$ cat config.mk
export PLATFORM = sky130hd
export DESIGN_NAME = uart_host_link
export DESIGN_NICKNAME = d
export VERILOG_FILES = /design/src/rtl/uart_pkg.sv /design/src/rtl/uart_frame_rx.sv /design/src/rtl/uart_host_link.sv
export SDC_FILE = /design/constraint.sdc
export NUM_CORES = 1
export LEC_CHECK = 0
export ABC_AREA = 1
export CAP_MARGIN = 20
export CORE_MARGIN = 2
export CORE_UTILIZATION = 59
export DETAILED_ROUTE_END_ITERATION = 6
export PLACE_DENSITY_LB_ADDON = 0.3
export SKIP_CTS_REPAIR_TIMING = 1
export SLEW_MARGIN = 20
export SYNTH_ARGS = -nofsm -noshare
export SYNTH_HDL_FRONTEND = slang
export SYNTH_SLANG_ARGS = --single-unit
$ cat constraint.sdc
create_clock -name i_CLK -period 3.1 [get_ports i_CLK]
set_input_delay 0.31 -clock i_CLK [delete_from_list [all_inputs] [get_ports i_CLK]]
set_output_delay 0.31 -clock i_CLK [all_outputs]
set_load 0.05 [all_outputs]
$ cat src/rtl/uart_pkg.sv
// Shared UART link constants: opcodes, frame types/lengths, FSM states.
// Used by both the host link and the chip-side controller.
package uart_pkg;

  localparam logic [7:0] OP_SYNC     = 8'hBB;
  localparam logic [7:0] OP_MPR      = 8'h6D;
  localparam logic [7:0] OP_ADS_DATA = 8'hAA;
  localparam logic [7:0] OP_ADS_REG  = 8'h61;
  localparam logic [7:0] OP_RESET    = 8'h52;
  localparam logic [7:0] OP_START    = 8'h93;

  localparam logic [2:0] LEN_DATA = 3'd7;
  localparam logic [2:0] LEN_REG  = 3'd3;

  typedef enum logic [1:0] {
    FT_NONE     = 2'b00,
    FT_ADS_DATA = 2'b01,
    FT_ADS_REG  = 2'b10,
    FT_MPR_REG  = 2'b11
  } frame_type_e;

  typedef enum logic [1:0] {
    T_IDLE = 2'd0,
    T_SEND = 2'd1,
    T_WAIT = 2'd2
  } tx_state_e;

  typedef enum logic {
    R_IDLE    = 1'b0,
    R_COLLECT = 1'b1
  } rx_state_e;

  // Bytes to transmit for a command opcode; 0 means unsupported.
  function automatic logic [1:0] tx_len(input logic [7:0] op);
    logic [1:0] n;
    unique case (1'b1)
      (op == OP_RESET),
      (op == OP_START):   n = 2'd1;
      (op == OP_MPR),
      (op == OP_ADS_REG): n = 2'd2;
      default:            n = 2'd0;
    endcase
    return n;
  endfunction

  function automatic logic [2:0] rx_len(input logic [7:0] hdr);
    logic [2:0] n;
    unique case (1'b1)
      (hdr == OP_ADS_DATA): n = LEN_DATA;
      (hdr == OP_ADS_REG),
      (hdr == OP_MPR):      n = LEN_REG;
      default:              n = 3'd0;
    endcase
    return n;
  endfunction

  function automatic frame_type_e rx_type(input logic [7:0] hdr);
    frame_type_e t;
    unique case (1'b1)
      (hdr == OP_ADS_DATA): t = FT_ADS_DATA;
      (hdr == OP_ADS_REG):  t = FT_ADS_REG;
      (hdr == OP_MPR):      t = FT_MPR_REG;
      default:              t = FT_NONE;
    endcase
    return t;
  endfunction

endpackage

$ cat src/rtl/uart_frame_rx.sv
// RX frame assembler: header decode, byte packing, inter-byte timeout.
// Frames are left-aligned in a 56-bit word, header in the top byte.
module uart_frame_rx
  import uart_pkg::*;
#(
  parameter logic [15:0] TIMEOUT_CYCLES = 16'd50000
) (
  input  logic        i_CLK,
  input  logic        i_RSTN,
  input  logic [7:0]  i_RX_BYTE,
  input  logic        i_RX_BYTE_VALID,
  output logic [55:0] o_FRAME,
  output logic [1:0]  o_FRAME_TYPE,
  output logic        o_FRAME_VALID,
  output logic        o_FRAME_ERR
);

  rx_state_e   state_q, state_d;
  logic [2:0]  cnt_q, cnt_d;
  logic [2:0]  len_q, len_d;
  logic [55:0] buf_q, buf_d;
  frame_type_e ptype_q, ptype_d;
  logic [15:0] tmr_q, tmr_d;
  logic [55:0] frame_q, frame_d;
  logic [1:0]  otype_q, otype_d;
  logic        fvalid_q, fvalid_d;
  logic        ferr_q, ferr_d;
  logic [2:0]  hdr_len;
  logic [2:0]  cnt_inc;

  always_comb begin
    state_d  = state_q;
    cnt_d    = cnt_q;
    len_d    = len_q;
    buf_d    = buf_q;
    ptype_d  = ptype_q;
    tmr_d    = tmr_q;
    frame_d  = frame_q;
    otype_d  = otype_q;
    fvalid_d = 1'b0;
    ferr_d   = 1'b0;
    hdr_len  = rx_len(i_RX_BYTE);
    cnt_inc  = cnt_q + 3'd1;
    unique case (state_q)
      R_IDLE: begin
        if (i_RX_BYTE_VALID) begin
          if (hdr_len == 3'd0) begin
            ferr_d = 1'b1;
          end else begin
            buf_d   = {i_RX_BYTE, 48'h0};
            cnt_d   = 3'd1;
            len_d   = hdr_len;
            ptype_d = rx_type(i_RX_BYTE);
            tmr_d   = 16'd0;
            state_d = R_COLLECT;
          end
        end
      end
      R_COLLECT: begin
        // A byte landing on the expiry cycle wins over the timeout.
        if (i_RX_BYTE_VALID) begin
          tmr_d = 16'd0;
          for (int k = 1; k < 7; k++) begin
            if (cnt_q == 3'(k)) buf_d[55-8*k -: 8] = i_RX_BYTE;
          end
          cnt_d = cnt_inc;
          if (cnt_inc == len_q) begin
            frame_d  = buf_d;
            otype_d  = ptype_q;
            fvalid_d = 1'b1;
            cnt_d    = 3'd0;
            state_d  = R_IDLE;
          end
        end else if (tmr_q == TIMEOUT_CYCLES - 16'd1) begin
          ferr_d  = 1'b1;
          cnt_d   = 3'd0;
          tmr_d   = 16'd0;
          state_d = R_IDLE;
        end else begin
          tmr_d = tmr_q + 16'd1;
        end
      end
      default: state_d = R_IDLE;
    endcase
  end

  always_ff @(posedge i_CLK) begin
    if (!i_RSTN) begin
      state_q  <= R_IDLE;
      cnt_q    <= 3'd0;
      len_q    <= 3'd0;
      buf_q    <= 56'h0;
      ptype_q  <= FT_NONE;
      tmr_q    <= 16'd0;
      frame_q  <= 56'h0;
      otype_q  <= 2'b00;
      fvalid_q <= 1'b0;
      ferr_q   <= 1'b0;
    end else begin
      state_q  <= state_d;
      cnt_q    <= cnt_d;
      len_q    <= len_d;
      buf_q    <= buf_d;
      ptype_q  <= ptype_d;
      tmr_q    <= tmr_d;
      frame_q  <= frame_d;
      otype_q  <= otype_d;
      fvalid_q <= fvalid_d;
      ferr_q   <= ferr_d;
    end
  end

  assign o_FRAME       = frame_q;
  assign o_FRAME_TYPE  = otype_q;
  assign o_FRAME_VALID = fvalid_q;
  assign o_FRAME_ERR   = ferr_q;

endmodule

$ cat src/rtl/uart_host_link.sv
// Host-side UART link: command-to-byte TX sequencing plus the RX
// frame assembler, running concurrently.
module uart_host_link
  import uart_pkg::*;
#(
  parameter logic [15:0] TIMEOUT_CYCLES = 16'd50000
) (
  input  logic        i_CLK,
  input  logic        i_RSTN,
  input  logic [15:0] i_CMD,
  input  logic        i_CMD_VALID,
  output logic        o_CMD_READY,
  output logic [7:0]  o_TX_BYTE,
  output logic        o_TX_BYTE_VALID,
  input  logic        i_TX_BYTE_DONE,
  input  logic [7:0]  i_RX_BYTE,
  input  logic        i_RX_BYTE_VALID,
  output logic [55:0] o_FRAME,
  output logic [1:0]  o_FRAME_TYPE,
  output logic        o_FRAME_VALID,
  output logic        o_FRAME_ERR,
  output logic        o_CMD_ERR
);

  tx_state_e  tstate_q, tstate_d;
  logic       ready_q, ready_d;
  logic [7:0] txb_q, txb_d;
  logic       txv_q, txv_d;
  logic [7:0] addr_q, addr_d;
  logic       more_q, more_d;
  logic       cerr_q, cerr_d;
  logic [1:0] cmd_len;

  assign cmd_len = tx_len(i_CMD[15:8]);

  always_comb begin
    tstate_d = tstate_q;
    ready_d  = ready_q;
    txb_d    = txb_q;
    txv_d    = 1'b0;
    addr_d   = addr_q;
    more_d   = more_q;
    cerr_d   = 1'b0;
    unique case (tstate_q)
      T_IDLE: begin
        ready_d = 1'b1;
        if (i_CMD_VALID && ready_q) begin
          ready_d = 1'b0;
          if (cmd_len == 2'd0) begin
            cerr_d = 1'b1;
          end else begin
            txb_d    = i_CMD[15:8];
            txv_d    = 1'b1;
            addr_d   = i_CMD[7:0];
            more_d   = (cmd_len == 2'd2);
            tstate_d = T_SEND;
          end
        end
      end
      T_SEND: tstate_d = T_WAIT;
      T_WAIT: begin
        if (i_TX_BYTE_DONE) begin
          if (more_q) begin
            txb_d    = addr_q;
            txv_d    = 1'b1;
            more_d   = 1'b0;
            tstate_d = T_SEND;
          end else begin
            ready_d  = 1'b1;
            tstate_d = T_IDLE;
          end
        end
      end
      default: tstate_d = T_IDLE;
    endcase
  end

  always_ff @(posedge i_CLK) begin
    if (!i_RSTN) begin
      tstate_q <= T_IDLE;
      ready_q  <= 1'b0;
      txb_q    <= 8'h0;
      txv_q    <= 1'b0;
      addr_q   <= 8'h0;
      more_q   <= 1'b0;
      cerr_q   <= 1'b0;
    end else begin
      tstate_q <= tstate_d;
      ready_q  <= ready_d;
      txb_q    <= txb_d;
      txv_q    <= txv_d;
      addr_q   <= addr_d;
      more_q   <= more_d;
      cerr_q   <= cerr_d;
    end
  end

  assign o_CMD_READY     = ready_q;
  assign o_TX_BYTE       = txb_q;
  assign o_TX_BYTE_VALID = txv_q;
  assign o_CMD_ERR       = cerr_q;

  uart_frame_rx #(
    .TIMEOUT_CYCLES(TIMEOUT_CYCLES)
  ) u_rx (
    .i_CLK          (i_CLK),
    .i_RSTN         (i_RSTN),
    .i_RX_BYTE      (i_RX_BYTE),
    .i_RX_BYTE_VALID(i_RX_BYTE_VALID),
    .o_FRAME        (o_FRAME),
    .o_FRAME_TYPE   (o_FRAME_TYPE),
    .o_FRAME_VALID  (o_FRAME_VALID),
    .o_FRAME_ERR    (o_FRAME_ERR)
  );

endmodule
# Word-level counts from Yosys, hierarchy flattened
# Cells that the tools add are included.
# Widths: inputs -> output; s select.
# word_totals
wordCells,130
out_inout_bits,71
reg_bits,163
inputBits,29
# op_classes
reduce_logical,20
addsub,2
bitwise_logic,3
mux,60
eq_ne,27
# op_table
operator,count
$mux 48,3
$pmux 48 s2,1
$mux 8,10
$mux 16,4
$eq 8x7->1 const B,5
$pmux 16 s2,1
$reduce_and 3->1,9
$mux 1,22
$add 16x1->16 const B,1
$eq 16x16->1 const B,1
$eq 8x8->1 const B,2
$ne 2x2->1 const B,8
$pmux 8 s2,1
$mux 3,5
$pmux 2 s3,2
$pmux 3 s2,2
$pmux 1 s2,5
$eq 3x3->1 const B,3
$eq 3x2->1 const B,2
$mux 2,3
$reduce_or 2->1,3
$reduce_and 5->1,1
$eq 2x2->1 const B,2
$logic_not 2->1,2
12 further kinds,14

# Depth between registers and ports, before layout
# Gate-level depths: netlist of the first run.
# logic_depth
depth_word,7
depth_mapped,12
ltp_nobuf,11

# Modules after synthesis
# A second synthesis of the first run with hierarchy kept.
# hier_totals
hier_cells,1040
area_unflattened_um2,7215.7
# by_module_without_submodules
mod,area_per_inst_um2,cells_each,instances,seq_area_each_um2
uart_frame_rx,6089.6,859,1,2802.7
uart_host_link,1126.1,181,1,440.4

# Least setup slack after synthesis of the first run
# No wires, ideal clock.
# synth_path
path_type,register to register
startpoint,register u_rx.cnt_q[0]
endpoint,"register u_rx.frame_q[2], in the netlist u_rx.o_FRAME[2]"
arrival_ps,1670
path_slack_ps,1304
required_ps,2974
period_less_slack_ps,1796
stages_incl_launch_ff,10
setup_ps,126
n_path_buf,1
cell_sequence,dfxtp_1 > ha_1 > ha_1 > xor2_1 > nand2_1 > nor2_4 > inv_2 > buf_2 > nand3_1 > o21ai_0
# synth_between
elab_chain_cells,3
elab_cells_between_ends,5
cone_classes,1 x add/sub; 2 x eq/ne; 1 x mux; 1 x reduce/logical
# synth_rtl
element,line,source
"start, declared",uart_frame_rx.sv:19,"logic [2:0] cnt_q, cnt_d;"
"start signal, assigned",uart_frame_rx.sv:101,cnt_q <= cnt_d;
$add 3x1->3,uart_frame_rx.sv:43,cnt_inc = cnt_q + 3'd1;
$eq 3x3->1,uart_frame_rx.sv:67,if (cnt_inc == len_q) begin
$reduce_and 3->1 (no line),n/a,
"end signal, assigned",uart_frame_rx.sv:106,frame_q <= frame_d;
"end, declared",uart_frame_rx.sv:24,"logic [55:0] frame_q, frame_d;"
# Several ways; a longest one is shown, not always the timed one.
# A chain may end at the register's enable or synchronous reset.

# Worst setup path in the final report of the first run
# layout_path
startpoint,register u_rx.cnt_q[0]
endpoint,"register u_rx.frame_q[34], in the netlist u_rx.o_FRAME[34]"
# The elaborated chain is that of the path after synthesis.

==> impl_results.md, run 1 <==
- Worst Max-Slew Pin Slew: 746 ps
- IO Pins: 100
- Leading area contributor after synthesis: dfxtp_1
- Syn Nets: 1,031
- Initial core utilization: 60.8%
- Startpoint Class: flop
- Unrepaired setup endpoints after global routing: false
- Type of the worst setup path: reg -> reg
- DP Area: 8020 sq um
- Drt wl/cell: 14.1 microns
- Post-synthesis sequential area ratio: 46.5%
- Ranking of synthesized cells by area: dfxtp_1 (47%), nand2_1 (18%), o21ai_0 (6.0%)
- Area growth syn-to-layout: 23.3%
- Top-area cell type share of the netlist area: 46.5%
- Mean post-synth cell area: approximately 7 sq um
- Yosys warns: 0
- Synth Register Bits: 162
- Clk_skew: 10.8 ps
- CTS buffer count: 17
- Power per standard cell area: 501 nW/um^2
- Ratio of cells with drive above 1 in the final layout: 6.58%
- HPWL after DPL: roughly 11,000 microns
- Vias per cell: 5.41
- CTS root buf: clkbuf_16
- Seq pwr share: approximately half
- Slew Viols, Final: 0
- First-pass GRT wire length: 28,300 microns
- Clk network pwr share: 47.7%
- Critical Path End Type: flop
- CP Max Fanout: 27
- Die area: 12,700 sq um
- Final ANT Viol Nets: 0
- Type of the tightest min-delay check: reg -> reg
- Final hold violation count: 0
- Status: complete, no violations
- Core Box Area: 11,500 sq um
- Vias in the first global route: 6,059
- Layout Nets: 1,117
- Net Sw Power: 947 uW
- Hold_sp: u_rx.buf_q[52]
- # diodes: 0
- FF-to-FF Start: u_rx.cnt_q[0]
- Share of power burned in combinational logic: 3.8%
- Mapped Area: between 6000 and 7000 sq um
- Synth cell types: 31
- Worst reg2reg path depth: 9
- Slowest stage delay, CP: 390 ps
- Slowest cell on the critical path: inv_2
- Switching Fraction: 22.0%
- CTS clk-pin slew, worst paths: 60 ps
- R2R setup slack: 880 ps
- IO Port Bufs: 99
- Top cell family by delay on the critical path: buffers and inverters
- DRC violations left: 0
- Largest net degree at the start of global routing: 77
- Final TNS setup: 0 ps
- Max Buffers Root-to-Sink: 2
- Cell count after synthesis: 996
- Finished Cell Area: 8590 sq um
- Peak VDD IR: 0.000427 V
- Setup Viol. Count Final: 0
- Pre-antenna DRT Iters: 7
- Post-Route WL: 17,400 microns
- Worst-path cell chain: ha_1 > ha_1 > xor2_1 > nand2_1 > nor2_4 > inv_2 > buf_4 > nand2_1 > a21oi_1
- Die height: ~110 microns
- WHS Path Cells: 2
- All-Layer GR Usage: 27.2%
- GRT overflow: 0
- Max Clk Rate: 450 MHz
- Tmin final: about 2200 ps
- Pint: 3.36 mW
- H-tree depth: 4
- Worst Path Required: 3440 ps
- Worst R2R End: u_rx.o_FRAME[34]
- Clock net sink count: about 160
- Std cell rows: 39
- Die W: roughly 110 microns
- Initial antenna violation count: 0
- CTS tree: done
- DRT iter0 DRCs: 520
- Worst path buffer plus inverter count: 2
- GPL Wtd Cong: just under 0.9
- Total number of vias: 6,700
- Hold EP: u_rx.buf_q[52]
- Maxcap violations: 0
- Worst-Skew Late Latency: 420 ps
- CP Data Arrival Time: roughly 2600 ps
- Leakage Power: 3.59 nW
- Worst slew margin: just over 50%
- Final Cycle Share: 71.6%
per-stage QoR:
| step | total power [mW] | cells | hold WS [ps] | setup slack (ps) | utilization (%) |
|---|---|---|---|---|---|
| 2_1_floorplan | 2.22 | 996 | 419 | 1300 | - |
| 3_3_place_gp | 2.29 | 1206 | 427 | 904 | 69.9 |
| 3_5_place_dp | 2.29 | 1206 | 432 | 856 | 69.9 |
| 4_1_cts | 4.32 | 1238 | 445 | 897 | 74.9 |
| 5_1_grt | 4.41 | 1238 | 461 | 734 | 74.9 |
| 6_report | 4.30 | 1238 | 445 | 879 | 74.9 |
cell type report:
cell class	instances	area [sq um]
clock buffer	21	450
clock inverter	11	128
fill	852	2870
inverter	78	293
multi-input combinational	713	3210
sequential	162	3240
tap	143	179
timing repair buffer	110	1090
how the worst max path moves through the flow:
stage,from,end,slack (ps),cells after the start
after global routing,u_rx.cnt_q[0],u_rx.o_FRAME[29],730,11
final,u_rx.cnt_q[0],u_rx.o_FRAME[34],880,9
after floorplan,u_rx.cnt_q[0],u_rx.o_FRAME[2],1300,9
after detailed placement,i_CMD[14],addr_q[5],860,11
after global placement,i_CMD[14],addr_q[2],900,11
after CTS,u_rx.cnt_q[0],u_rx.o_FRAME[34],900,9
sequential cells by signal, indices dropped and copies added (netlist names):
signal	cells
u_rx.ptype_q	2
u_rx.o_FRAME_VALID	1
u_rx.o_FRAME_TYPE	2
o_TX_BYTE	8
u_rx.o_FRAME	56
tstate_q	2
u_rx.len_q	2
u_rx.cnt_q	3
addr_q	8
o_CMD_ERR	1
u_rx.o_FRAME_ERR	1
o_TX_BYTE_VALID	1
o_CMD_READY	1
more_q	1
u_rx.tmr_q	16
u_rx.buf_q	56
u_rx.state_q	1
cell families (layout without fill, tap and decap cells):
kind of cell	Yosys count	count (layout)	synth area share [%]
buffers and inverters	121	220	7.43
AO/OA/AOI/OAI	174	174	13.0
AND/OR/NAND/NOR	529	529	31.5
adder cells (fa/ha/maj)	6	6	1.08
flip-flops	162	162	46.5
XOR/XNOR	4	4	0.503
layout by cell type (no fill, tap or decap), types with 17 or more instances in the layout:
master           count
nand2_1            332
dfxtp_1            162
nor2_1             107
clkdlybuf4s50_1     98
o21ai_0             83
inv_1               71
a21oi_1             61
nand3_1             47
clkbuf_16           17
metal layers:
layer  track usage (%)  up-vias  wire, microns
met4              9.35        0            295
met1              34.8     3100           7660
met5                 0        -              0
met3              5.99       31            941
met2              45.4      220           8520
li1                  -     3349              -
power by group through the flow:
stage / clock network [mW] / registers (mW) / logic, mW
3_5_place_dp: 0 / 2.13 / 0.159
3_3_place_gp: 0 / 2.13 / 0.159
5_1_grt: 2.15 / 2.09 / 0.174
4_1_cts: 2.07 / 2.09 / 0.162
2_1_floorplan: 0 / 2.14 / 0.0784
6_report: 2.05 / 2.09 / 0.164
synth_stat cells, drive strengths merged:
master,count
a21oi,61
buf,27
clkbuf,16
clkinv,2
dfxtp,162
ha,6
inv,76
nand2,351
nand3,49
nand4,12
nor2,112
nor3,5
o211ai,12
o21a,1
o21ai,99
o21bai,1
xnor2,1
xor2,3
worst register-to-register path: cells and delay by family, from the launching register on:
family / cells / cell delay [ps]
buffers and inverters: 2 / 700
adder cells (fa/ha/maj): 2 / 520
flip-flops: 1 / 360
AND/OR/NAND/NOR: 3 / 270
XOR/XNOR: 1 / 150
AO/OA/AOI/OAI: 1 / 150
(Power assumes the default switching activity.)
==> run 2, diff against run 1 <==
- CORE_UTILIZATION: 59 -> 54
- clock period: 3.1 -> 2.2 ns (I/O delays scaled with it)
==> run 2 against run 1 <==
Clock-buffer cell count up 3. Setup slack worse by 720 ps. Total power up 37%. Maximum frequency up 8.8%. Critical endpoint is now u_rx.o_FRAME[51].
==> impl_results.md, run 2 (synthesized netlist as in run 1, its figures left out) <==
- Worst-path cell chain: ha_1 > ha_1 > xor2_1 > nand2_2 > nor2_4 > inv_2 > buf_4 > nor2_1 > nor2_1
- Maxcap violations: 0
- Type of the worst setup path: reg -> reg
- Net Sw Power: 1.29 mW
- CTS clk-pin slew, worst paths: 60 ps
- CP Max Fanout: 32
- Worst slew margin: 55.0%
- Final worst setup slack: 159 ps
- Std cell rows: 41
- CTS buffer count: 17
- Placed insts: 1,246
- Largest net degree at the start of global routing: 77
- Layout Nets: 1,128
- HPWL after DPL: 11,300 microns
- Worst path buffer plus inverter count: 2
- Slew Viols, Final: 0
- Pint: 4.59 mW
- Most frequent cells in the layout: nand2_1 (331), dfxtp_1 (162), nor2_1 (107)
- Setup WS pre-CTS: 66.1 ps
- All-Layer GR Usage: 25.0%
- IO Pins: 100
- # diodes: 0
- Clock net sink count: 162
- Total number of vias: 6,566
- Final Cycle Share: approximately 93%
- Tmin final: ~2000 ps
- Slowest stage delay, CP: 360 ps
- Vias per cell: 5.14
- Worst Max-Slew Pin Slew: 675 ps
- Commonest non-fill, non-tap cell in the layout: nand2_1
- Max Buffers Root-to-Sink: 2
- Initial antenna violation count: 0
- Layout Utilization: 68.8%
- GRT overflow: 0
- Initial core utilization: between 50% and 60%
- Startpoint Class: flop
- Die area: 13,800 sq um
- Slowest cell on the critical path: dfxtp_1
- Top cell family by delay on the critical path: adder cells
- Setup Viol. Count Final: 0
- Tot Pwr: 5.88 mW
- Share of power burned in combinational logic: 4.0%
- DRC violations left: 0
- CP Data Arrival Time: 2360 ps
- Die height: between 100 and 150 microns
- Area growth syn-to-layout: 24.6%
- Clk network pwr share: approximately 46%
- Pre-antenna DRT Iters: 7
- Core Box Area: 12,600 sq um
- CTS root buf: clkbuf_16
- Drt wl/cell: 13.3 microns
- Leakage Power: 3.63 nW
- Power per standard cell area: 677 nW/um^2
- Clk_skew: 4.71 ps
- CTS tree: done
- Die W: 118 microns
- Peak VDD IR: 0.000564 V
- Type of the tightest min-delay check: in -> reg
- H-tree depth: 4
- Switching Fraction: 22.0%
- Seq pwr share: 50.1%
- IO Port Bufs: 99
- Ratio of cells with drive above 1 in the final layout: around 7.6%
- Worst-Skew Late Latency: 420 ps
- Finished Layout Cells: 1,278
- Critical Path End Type: flop
- Final hold violation count: 0
- Max Clk Rate: 490 MHz
- GPL Wtd Cong: 0.901
- DRT iter0 DRCs: around 580
- Post-Route WL: 17,000 microns
- Worst Path Required: ~2500 ps
- Final TNS setup: 0 ps
- Final ANT Viol Nets: 0
- Status: complete, no violations
- First-pass GRT wire length: ~28,000 microns
- Vias in the first global route: 5,981
[run 2: changes by cell type in the layout (fill, tap and decap cells not counted), sizes merged]
| cell | delta |
|---|---|
| clkinv | +2 |
| bufinv | -2 |
| clkbuf | +3 |
| buf | +11 |
| clkinvlp | -1 |
| inv | -2 |
[run 2: routing by layer]
| layer | vias up | part of all wire [%] | global-route usage (%) |
|---|---|---|---|
| met5 | - | 0 | 0 |
| met4 | 0 | 3.1 | 10.8 |
| met3 | 36 | 4.7 | 5.77 |
| met2 | 156 | 47 | 40.6 |
| met1 | 3000 | 45 | 31.8 |
| li1 | 3374 | - | - |
[run 2: worst reg2reg max path, delay by kind of cell, from the launching register on]
family,cells,cell delay (ps)
adder cells (fa/ha/maj),2,520
flip-flops,1,360
AND/OR/NAND/NOR,4,540
XOR/XNOR,1,230
buffers and inverters,2,280
[run 2: final timing paths]
kind / endpoint / from / depth (start not counted) / slack [ps]
setup / recovery: u_rx.o_FRAME[51] / u_rx.cnt_q[0] / 9 / 160
setup reg to reg: u_rx.o_FRAME[51] / u_rx.cnt_q[0] / 9 / 160
hold reg to reg: u_rx.buf_q[52] / u_rx.buf_q[52] / 2 / 450
hold / removal: u_rx.o_FRAME[26] / i_RSTN / 4 / 340
[run 2: metrics by stage]
stage | hold WS [ps] | instance area [sq um]
final | 342 | 8680
after global routing | 355 | 8680
after CTS | 325 | 8680
after floorplan | 384 | 6970
after global placement | 428 | 8140
after detailed placement | 433 | 8140
[run 2: power groups by stage]
stage                     Combinational, mW  Sequential (mW)  Clock (mW)
after detailed placement              0.232             3.01           0
after global placement                0.231             3.01           0
final                                 0.235             2.94        2.70
after global routing                  0.252             2.94        2.86
after CTS                             0.233             2.94        2.74
after floorplan                       0.111             3.02           0
[run 2: area by class of cell]
type / count / area [sq um]
Fill cell: 1094 / 3940
Clock buffer: 24 / 492
Timing Repair Buffer: 121 / 1180
Clock inverter: 8 / 52.6
Sequential cell: 162 / 3240
Multi-Input combinational cell: 713 / 3210
Tap cell: 172 / 215
Inverter: 78 / 293
==> run 3, diff against run 2 <==
- CORE_ASPECT_RATIO: not set -> 1.2
- SLEW_MARGIN: 20 -> not set
==> run 3 against run 2 <==
Setup slack lost 4.7 ps. Die area hardly changed. Via count fell by 0.93%. Clock-buffer cell count down 6. Register-to-register slack barely moved. Highest routed layer unchanged. First-iteration DRC count is 18% lower. Worst hold slack better by 54 ps. Critical path depth stayed put.
==> impl_results.md, run 3 (synthesized netlist as in run 1, its figures left out) <==
- Initial core utilization: 55.3%
- Critical Path Sink: u_rx.o_FRAME[26]
- Worst-Skew Late Latency: 420 ps
- Clk_skew: 10.8 ps
- Worst-path cell chain: ha_1 > ha_1 > xor2_1 > nand2_1 > nor2_4 > inv_2 > buf_12 > nor2_1 > nor2_1
- Critical Path End Type: flop
- Worst R2R End: u_rx.o_FRAME[26]
- Pre-antenna DRT Iters: 5
- Post-Route WL: 16,900 microns
- Drt wl/cell: 13.3 microns
- Seq pwr share: 49.0%
- CP Data Arrival Time: 2360 ps
- Top sig layer: met4
- Worst slew margin: 50.7%
- Worst reg2reg path depth: 9
- HPWL after DPL: 11,100 microns
- GPL Wtd Cong: 0.851
- Met2 Routed Length: 8420 microns
- Power per standard cell area: 692 nW/um^2
- Peak VDD IR: ~0.00048 V
- GRT overflow: 0
- CTS buffer count: 17
- CP startpoint: u_rx.cnt_q[0]
- Commonest non-fill, non-tap cell in the layout: nand2_1
- Tmin final: 2050 ps
- CTS tree: done
- FF-to-FF Start: u_rx.cnt_q[0]
- DRC violations left: 0
- Die W: between 100 and 150 microns
- Ratio of cells with drive above 1 in the final layout: 7.78%
- Core Box Area: 12,600 sq um
- DRT iter0 DRCs: 474
- Layout Utilization: 68.8%
- Final ANT Viol Nets: 0
- Type of the tightest min-delay check: in -> reg
- Maxcap violations: 0
- DR WL met3: 813 microns
- Most frequent cells in the layout: nand2_1 (332), dfxtp_1 (162), nor2_1 (107)
- H-tree depth: 4
- Setup Viol. Count Final: 0
- Net Sw Power: roughly 1.4 mW
- Clk network pwr share: 47.2%
- Initial antenna violation count: 0
- Startpoint Class: flop
- Max Buffers Root-to-Sink: 2
- Slowest cell on the critical path: dfxtp_1
- IO Port Bufs: 99
- Clock net sink count: 162
- Die height: 128 microns
- Type of the worst setup path: reg -> reg
- WHS Path Cells: 3
- Final hold violation count: 0
- Unrepaired setup endpoints after global routing: false
- Largest net degree at the start of global routing: 77
- All-Layer GR Usage: 25.1%
- Switching Fraction: 23.0%
- Worst Path Required: 2520 ps
- Layout Nets: approximately 1,100
- Slowest stage delay, CP: roughly 370 ps
- R2R setup slack: approximately 150 ps
- Total number of vias: 6,505
- Status: complete, no violations
- Die area: 13,800 sq um
- Final Cycle Share: approximately 93%
- Pint: 4.62 mW
- CTS clk-pin slew, worst paths: approximately 60 ps
- First-pass GRT wire length: 28,100 microns
- CTS root buf: clkbuf_16
- Slew Viols, Final: 0
- Area growth syn-to-layout: 24.6%
- IO Pins: 100
- CP Max Fanout: 53
- Std cell rows: 45
- Hold_ws: 397 ps
- Vias per cell: 5.12
- # diodes: 0
- Leakage Power: 3.65 nW
- Worst Max-Slew Pin Slew: 739 ps
- DRT met1 WL: 7350 microns
- Final TNS setup: 0 ps
- Vias in the first global route: 6,148
- Share of power burned in combinational logic: 3.8%
- Max Clk Rate: just under 500 MHz
==> run 3: layout make-up <==
type / instances / area (sq um)
clock buffer: 18 / 439
multi-input combinational: 713 / 3210
tap: 164 / 205
fill: 1071 / 3930
inverter: 78 / 293
clock inverter: 14 / 130
sequential: 162 / 3240
timing repair buffer: 121 / 1160
==> run 3: worst min path at each step <==
stage,startpoint,to,slack [ps]
3_5_place_dp,u_rx.buf_q[14],u_rx.buf_q[14],430
3_3_place_gp,u_rx.buf_q[38],u_rx.buf_q[38],430
6_report,i_RSTN,u_rx.tmr_q[5],400
4_1_cts,i_RSTN,u_rx.tmr_q[9],410
2_1_floorplan,i_CMD[0],addr_q[0],380
5_1_grt,i_CMD[6],addr_q[6],440
==> run 3: metrics by stage <==
| step | total power [mW] | area, sq um | std cells | setup WS, ps |
|---|---|---|---|---|
| after floorplan | 3.13 | 6970 | 996 | 404 |
| after global placement | 3.23 | 8110 | 1238 | 115 |
| after detailed placement | 3.24 | 8110 | 1238 | 11.8 |
| after CTS | 6.04 | 8680 | 1270 | 137 |
| after global routing | 6.18 | 8680 | 1270 | 0.762 |
| final | 6.01 | 8680 | 1270 | 155 |
==> run 3: metal layers <==
layer  GRT usage (%)  vias to the layer above
met5               0                        -
met4            8.52                        0
met3            5.72                       30
met2            44.5                      158
met1            29.8                     2952
li1                -                     3365
==> run 3: critical path: cells and delay by family (launching register included) <==
family                     cells  cell delay [ps]
and+or+nand+nor                4              580
adders and majority gates      2              530
DFF                            1              370
buffers and inverters          2              250
xor gates and xnor gates       1              190
==> run 3: power groups by stage <==
stage	clock [mW]	sequential, mW	combinational [mW]
2_1_floorplan	0	3.02	0.111
3_3_place_gp	0	3.01	0.227
3_5_place_dp	0	3.01	0.228
4_1_cts	2.87	2.94	0.230
5_1_grt	2.99	2.94	0.248
6_report	2.84	2.94	0.230
